$ cat config.mk
export PLATFORM = sky130hd
export DESIGN_NAME = systolic_pe
export DESIGN_NICKNAME = d
export VERILOG_FILES = /design/src/rtl/systolic_pkg.sv /design/src/rtl/systolic_mult.sv /design/src/rtl/systolic_pe.sv
export SDC_FILE = /design/constraint.sdc
export NUM_CORES = 1
export LEC_CHECK = 0
export CAP_MARGIN = 0
export CORE_ASPECT_RATIO = 1.4
export CORE_UTILIZATION = 45
export CTS_CLUSTER_DIAMETER = 120
export CTS_CLUSTER_SIZE = 14
export DETAILED_ROUTE_END_ITERATION = 8
export PLACE_DENSITY = 0.69
export SYNTH_ARGS = -nofsm -noshare
export SYNTH_HDL_FRONTEND = slang
export SYNTH_SLANG_ARGS = --single-unit
$ cat constraint.sdc
create_clock -name clk -period 3.8 [get_ports clk]
set_input_delay 1.14 -clock clk [delete_from_list [all_inputs] [get_ports clk]]
set_output_delay 1.14 -clock clk [all_outputs]
set_load 0.005 [all_outputs]
$ cat src/rtl/systolic_pkg.sv
// Shared types and helpers for the systolic PE family.
package systolic_pkg;

    typedef enum logic {
        PE_IDLE  = 1'b0,
        PE_ACCUM = 1'b1
    } pe_state_e;

    function automatic int prod_width(input int uw);
        return 2 * uw;
    endfunction

endpackage

$ cat src/rtl/systolic_mult.sv
// Combinational unsigned UWIDTH x UWIDTH array multiplier: AND partial products
// summed by one adder row per multiplier bit.
module systolic_mult
    import systolic_pkg::*;
#(
    parameter int UWIDTH = 4
) (
    input  logic [UWIDTH-1:0]               i_a,
    input  logic [UWIDTH-1:0]               i_b,
    output logic [prod_width(UWIDTH)-1:0]   o_p
);

    localparam int PW = prod_width(UWIDTH);

    logic [UWIDTH-1:0][PW-1:0] w_pp;
    logic [UWIDTH:0][PW-1:0]   w_row;

    assign w_row[0] = '0;

    for (genvar i = 0; i < UWIDTH; i++) begin : g_row
        assign w_pp[i]      = PW'({UWIDTH{i_b[i]}} & i_a) << i;
        assign w_row[i+1]   = w_row[i] + w_pp[i];
    end

    assign o_p = w_row[UWIDTH];

endmodule

$ cat src/rtl/systolic_pe.sv
// Output-stationary unsigned MAC processing element with in-band dot-product framing.
// Build option SYSTOLIC_PE_SAT_EN: saturate the accumulator instead of wrapping.
module systolic_pe
    import systolic_pkg::*;
#(
    parameter int UWIDTH = 4,
    parameter int BWIDTH = 16
) (
    input  logic              clk,
    input  logic              reset_n,
    input  logic [UWIDTH-1:0] north,
    input  logic              north_vld,
    input  logic [UWIDTH-1:0] west,
    input  logic              west_vld,
    input  logic              west_clr,
    input  logic              west_last,
    output logic [UWIDTH-1:0] south,
    output logic              south_vld,
    output logic [UWIDTH-1:0] east,
    output logic              east_vld,
    output logic              east_clr,
    output logic              east_last,
    output logic [BWIDTH-1:0] mac,
    output logic              mac_vld,
    output logic              mac_ovf
);

    localparam int PW = prod_width(UWIDTH);

    if (BWIDTH < PW) begin : g_bad_width
        $error("systolic_pe: BWIDTH (%0d) must be >= 2*UWIDTH (%0d)", BWIDTH, PW);
    end

    logic [PW-1:0]     w_prod;
    pe_state_e         r_state;
    pe_state_e         w_state_nxt;
    logic [BWIDTH-1:0] r_acc;
    logic [BWIDTH-1:0] w_acc_nxt;
    logic              r_ovf_acc;
    logic              w_ovf_nxt;
    logic              w_fire;
    logic              w_restart;
    logic [BWIDTH-1:0] w_base;
    logic [BWIDTH:0]   w_sum;
    logic              w_wrap;
    logic              w_ovf_beat;
    logic [BWIDTH-1:0] w_beat_val;
    logic              w_mac_ld;

    systolic_mult #(
        .UWIDTH (UWIDTH)
    ) u_mult (
        .i_a (north),
        .i_b (west),
        .o_p (w_prod)
    );

    assign w_fire     = north_vld & west_vld;
    assign w_restart  = (r_state == PE_IDLE) | west_clr;
    assign w_base     = w_restart ? '0 : r_acc;
    assign w_sum      = {1'b0, w_base} + (BWIDTH+1)'(w_prod);
    assign w_wrap     = w_sum[BWIDTH];
    // Sticky history only carries over when this beat continues the same dot product.
    assign w_ovf_beat = w_wrap | (~w_restart & r_ovf_acc);

`ifdef SYSTOLIC_PE_SAT_EN
    assign w_beat_val = w_ovf_beat ? '1 : w_sum[BWIDTH-1:0];
`else
    assign w_beat_val = w_sum[BWIDTH-1:0];
`endif

    always_comb begin
        w_state_nxt = r_state;
        w_acc_nxt   = r_acc;
        w_ovf_nxt   = r_ovf_acc;
        w_mac_ld    = 1'b0;
        if (w_fire) begin
            if (west_last) begin
                w_state_nxt = PE_IDLE;
                w_acc_nxt   = '0;
                w_ovf_nxt   = 1'b0;
                w_mac_ld    = 1'b1;
            end else begin
                w_state_nxt = PE_ACCUM;
                w_acc_nxt   = w_beat_val;
                w_ovf_nxt   = w_ovf_beat;
            end
        end
    end

    always_ff @(posedge clk or negedge reset_n) begin
        if (!reset_n) begin
            r_state   <= PE_IDLE;
            r_acc     <= '0;
            r_ovf_acc <= 1'b0;
        end else begin
            r_state   <= w_state_nxt;
            r_acc     <= w_acc_nxt;
            r_ovf_acc <= w_ovf_nxt;
        end
    end

    always_ff @(posedge clk or negedge reset_n) begin
        if (!reset_n) begin
            mac     <= '0;
            mac_ovf <= 1'b0;
            mac_vld <= 1'b0;
        end else begin
            mac_vld <= w_mac_ld;
            if (w_mac_ld) begin
                mac     <= w_beat_val;
                mac_ovf <= w_ovf_beat;
            end
        end
    end

    always_ff @(posedge clk or negedge reset_n) begin
        if (!reset_n) begin
            south     <= '0;
            south_vld <= 1'b0;
            east      <= '0;
            east_vld  <= 1'b0;
            east_clr  <= 1'b0;
            east_last <= 1'b0;
        end else begin
            south     <= north;
            south_vld <= north_vld;
            east      <= west;
            east_vld  <= west_vld;
            east_clr  <= west_clr;
            east_last <= west_last;
        end
    end

endmodule

==> impl_metrics.csv <==
group,metric,value,unit
pwr,clockPowerShare,27.6,%
critical_path,arrival,4.90,ns
clock_tree,clock_latency,0.30,ns
final_layout,antenna_cells,0,
detailed_routing,first_pass_iters,4,
pwr,power_frac_comb,31.1,%
pwr,finalPower,0.00141,W
synth,syn-mean-instance-area,9.68,µm²
clock_tree,cts_tree,"yes",
synth,netlist.area_leader.share,43.6,%
pwr,sw_frac_of_total,28.8,%
synth,ys_ff_latch,48,
sta,whs,0.475,ns
synth,synthesis.area,2760,µm²
critical_path,crit_path_start_kind,"input port",
synth,synthCells,285,
synth,yosysMostFrequentCell,"dfrtp_1",
global_route,grt_overflow,0,
clock_tree,cts_max_level,2,
sta,fin_crit_sh,123,%
detailed_routing,detail_route.wirelength,7740,µm
pwr,switching_power,0.000407,W
floorplan,floorplan.die_area,6450,µm²
critical_path,criticalPathCategory,"in -> reg",
global_route,first_global_vias,2576,
sta,setup_viol,24,
pwr,p_int,0.00101,W
clock_tree,clkSinkCount,48,
floorplan,start_util,46.7,%
sta,postLayoutSetupSlackWorst,-0.866,ns
sta,tightest_slew,1.10,ns
critical_path,slowest_delay,0.53,ns
clock_tree,hold_buffers,0,
critical_path,crit_top_cell,"buf_6",
sta,layout_min_cycle_time,4.67,ns
sta,drv_slew,0,
final_layout,finalCoreUtilization,68.8,%
final_layout,fillCellCount,445,
clock_tree,cts_max_path_buffers,2,
worst_hold_path,hold_class,"reg -> reg",
global_route,track_usage,25.4,%
floorplan,core-area,5900,µm²
critical_path,critPathMaxFanout,4,
synth,synth_enable_flop_cells,0,
clock_tree,clk_pin_slew,0.08,ns
floorplan,die_w,68.2,µm
critical_path,crit_chain,"buf_6, and2_4, fa_1, fa_1, ha_2, inv_2, fa_2, inv_2, a21o_1, a21oi_2, xnor2_1, ha_1, buf_6, buf_6, buf_6, a21o_1, or4_1, nand3_1",
synth,yosysWarnings,0,
final_layout,layout-drive-gt1-share,30.2,%
sta,rsz0062_at_grt,"true",
detailed_routing,drcViolationCount,0,
critical_path,critPathRequiredTime,4.04,ns
final_layout,multi_input_area,1750,µm²
synth,seq_area_frac_synth,43.6,%
detailed_routing,via_count,2510,
global_route,grt_pass1_wl,12100,µm
synth,async_reset_ff_share,100,%
sta,fin_skew,0.00480,ns
placed_design,place.gp.congestion,0.855,
outcome,status,"finished with violations",
detailed_routing,drt-vias-per-instance,5.60,
pwr,ir_drop,0.000254,V
global_route,grt_max_degree,49,
pwr,power_density,348,nW/µm²
placed_design,dp_hpwl,5260,µm
critical_path,crit_slowest_cell,"or4_1",
synth,synth_cell_types,44,
sta,finalSetupTns,-15.62,ns
run,drv_cap,0,
final_layout,final_nets,415,
final_layout,regArea,1200,µm²
detailed_routing,ant_nets,0,
clock_tree,cts_buffers,5,
floorplan,io-pin-count,44,
synth,synth_top_area_cell,"dfrtp_1",
synth,yosys-top-cells-area,"dfrtp_1 44%, ha_1 8.2%, nand2_1 5.7%, and2_1 5.2%, fa_1 4.4%",
critical_path,cp-end-kind,"register",
sta,hold_viol_final,0,
detailed_routing,drt-initial-drc-count,140,
synth,synth_ff_type,"dfrtp_1",
clock_tree,clockRootBuffer,"clkbuf_8",
pwr,p_leak,1.84,nW
synth,syn_nets,323,
final_layout,syn_to_final_growth,47.4,%
floorplan,row_count,33,
pwr,power_frac_seq,41.2,%
outcome,violations,"negative setup slack",
sta,max_slew_margin,26.6,%
floorplan,chipHeight,94.6,µm
synth,synth_common_cells,"48 x dfrtp_1, 42 x nand2_1, 23 x and2_1, 18 x ha_1, 18 x o21ai_0",
placed_design,portBuffers,43,
global_route,antenna_found_initial,0,
sta,fmax,214,MHz
detailed_routing,post_drt_wl_per_cell,17.3,µm
==> layer usage <==
layer,up-vias,wire length [µm],track usage (%)
met1,1226,2910,27.3
met5,-,0,0
li1,1175,-,-
met2,86,4270,47.1
met3,23,251,2.54
met4,0,308,12.7
==> state kept, by name, indices dropped and copies added (netlist names) <==
signal / flops
mac: 16
r_acc: 16
east: 4
south: 4
east_clr: 1
east_last: 1
east_vld: 1
mac_ovf: 1
mac_vld: 1
r_ovf_acc: 1
r_state: 1
south_vld: 1
==> power by group through the flow <==
stage	clock (W)	combinational (W)	sequential, W
2_1_floorplan	0	0.000172	0.000593
3_3_place_gp	0	0.000352	0.000591
3_5_place_dp	0	0.000359	0.000593
4_1_cts	0.000402	0.000407	0.000583
5_1_grt	0.000419	0.000484	0.000589
6_report	0.000391	0.000440	0.000583
==> final cells by class <==
class	instances	share of cell area (%)
Timing Repair Buffer	94	20.9
Tap cell	70	2.15
Clock inverter	2	0.954
Clock buffer	6	2.03
Multi-Input combinational cell	212	42.9
Inverter	16	1.48
Sequential cell	48	29.5
==> cells in the final DEF, fill, tap and decap left out, types with 3 or more instances in the layout <==
cell,synthesis,routed
or3_1,3,3
a21oi_2,0,4
nand2_1,42,41
o31ai_1,5,4
a21oi_4,0,4
a31oi_1,4,3
nor2_1,9,9
a21oi_1,11,3
buf_6,0,17
o21ai_1,3,10
o21ai_0,18,9
nand2b_1,6,6
fa_1,6,4
or4_1,3,3
o211ai_1,9,9
clkdlybuf4s50_1,0,34
dfrtp_1,48,48
and2_4,0,4
xor2_1,4,3
inv_1,14,10
and2_1,23,19
inv_2,2,6
a21o_1,5,5
clkbuf_8,0,6
xnor2_1,9,3
nor3_1,5,3
buf_4,0,38
nand3_1,5,4
xnor2_2,0,6
buf_2,0,3
ha_1,18,15
==> worst paths after layout <==
| check | startpoint | end | slack [ns] | cells after the start |
|---|---|---|---|---|
| min in group asynchronous | reset_n | mac[1]$_DFFE_PN0P_ | 1.02 | 1 |
| hold reg to reg | r_acc[7]$_DFFE_PN0P_ | r_acc[7]$_DFFE_PN0P_ | 0.47 | 2 |
| hold / removal | r_acc[7]$_DFFE_PN0P_ | r_acc[7]$_DFFE_PN0P_ | 0.47 | 2 |
| setup reg to reg | r_state$_DFFE_PN0P_ | mac[14]$_DFFE_PN0P_ | 0.92 | 11 |
| setup / recovery | west[2] | r_acc[8]$_DFFE_PN0P_ | -0.87 | 18 |
| max in group asynchronous | reset_n | mac_ovf$_DFFE_PN0P_ | 2.08 | 1 |
==> timing repair <==
item | 4_1_cts | 5_1_grt
pin swaps | 32 | 34
gates resized for setup | 61 | 30
setup buffers | 11 | 4
endpoints found under the setup margin | 26 | 26
==> logic make-up after synthesis <==
logic type / share of synthesized area, %
AOI/OAI and AO/OA: 16.8
xor gates and xnor gates: 4.13
adders and majority gates: 12.5
buffers and inverters: 3.40
DFF: 43.6
muxes: 0.544
and+or+nand+nor: 19.1
==> metrics by stage <==
| stage | setup slack (ns) | instance area [µm²] | cells |
|---|---|---|---|
| detailed placement | -1.52 | 3560 | 428 |
| global placement | -1.43 | 3560 | 428 |
| global route | -0.954 | 4070 | 448 |
| CTS | -0.783 | 3890 | 444 |
| finish | -0.866 | 4070 | 448 |
| floorplan | -0.845 | 2790 | 285 |
==> worst max-delay path, delay by kind of cell <==
family / cells / cell delay [ns]
compound gates: 3 / 0.35
buf+inv: 6 / 0.56
fa+ha+maj: 5 / 1.87
xor+xnor: 1 / 0.19
simple gates: 3 / 0.77
Note: power is estimated with default switching activity, not from simulation.
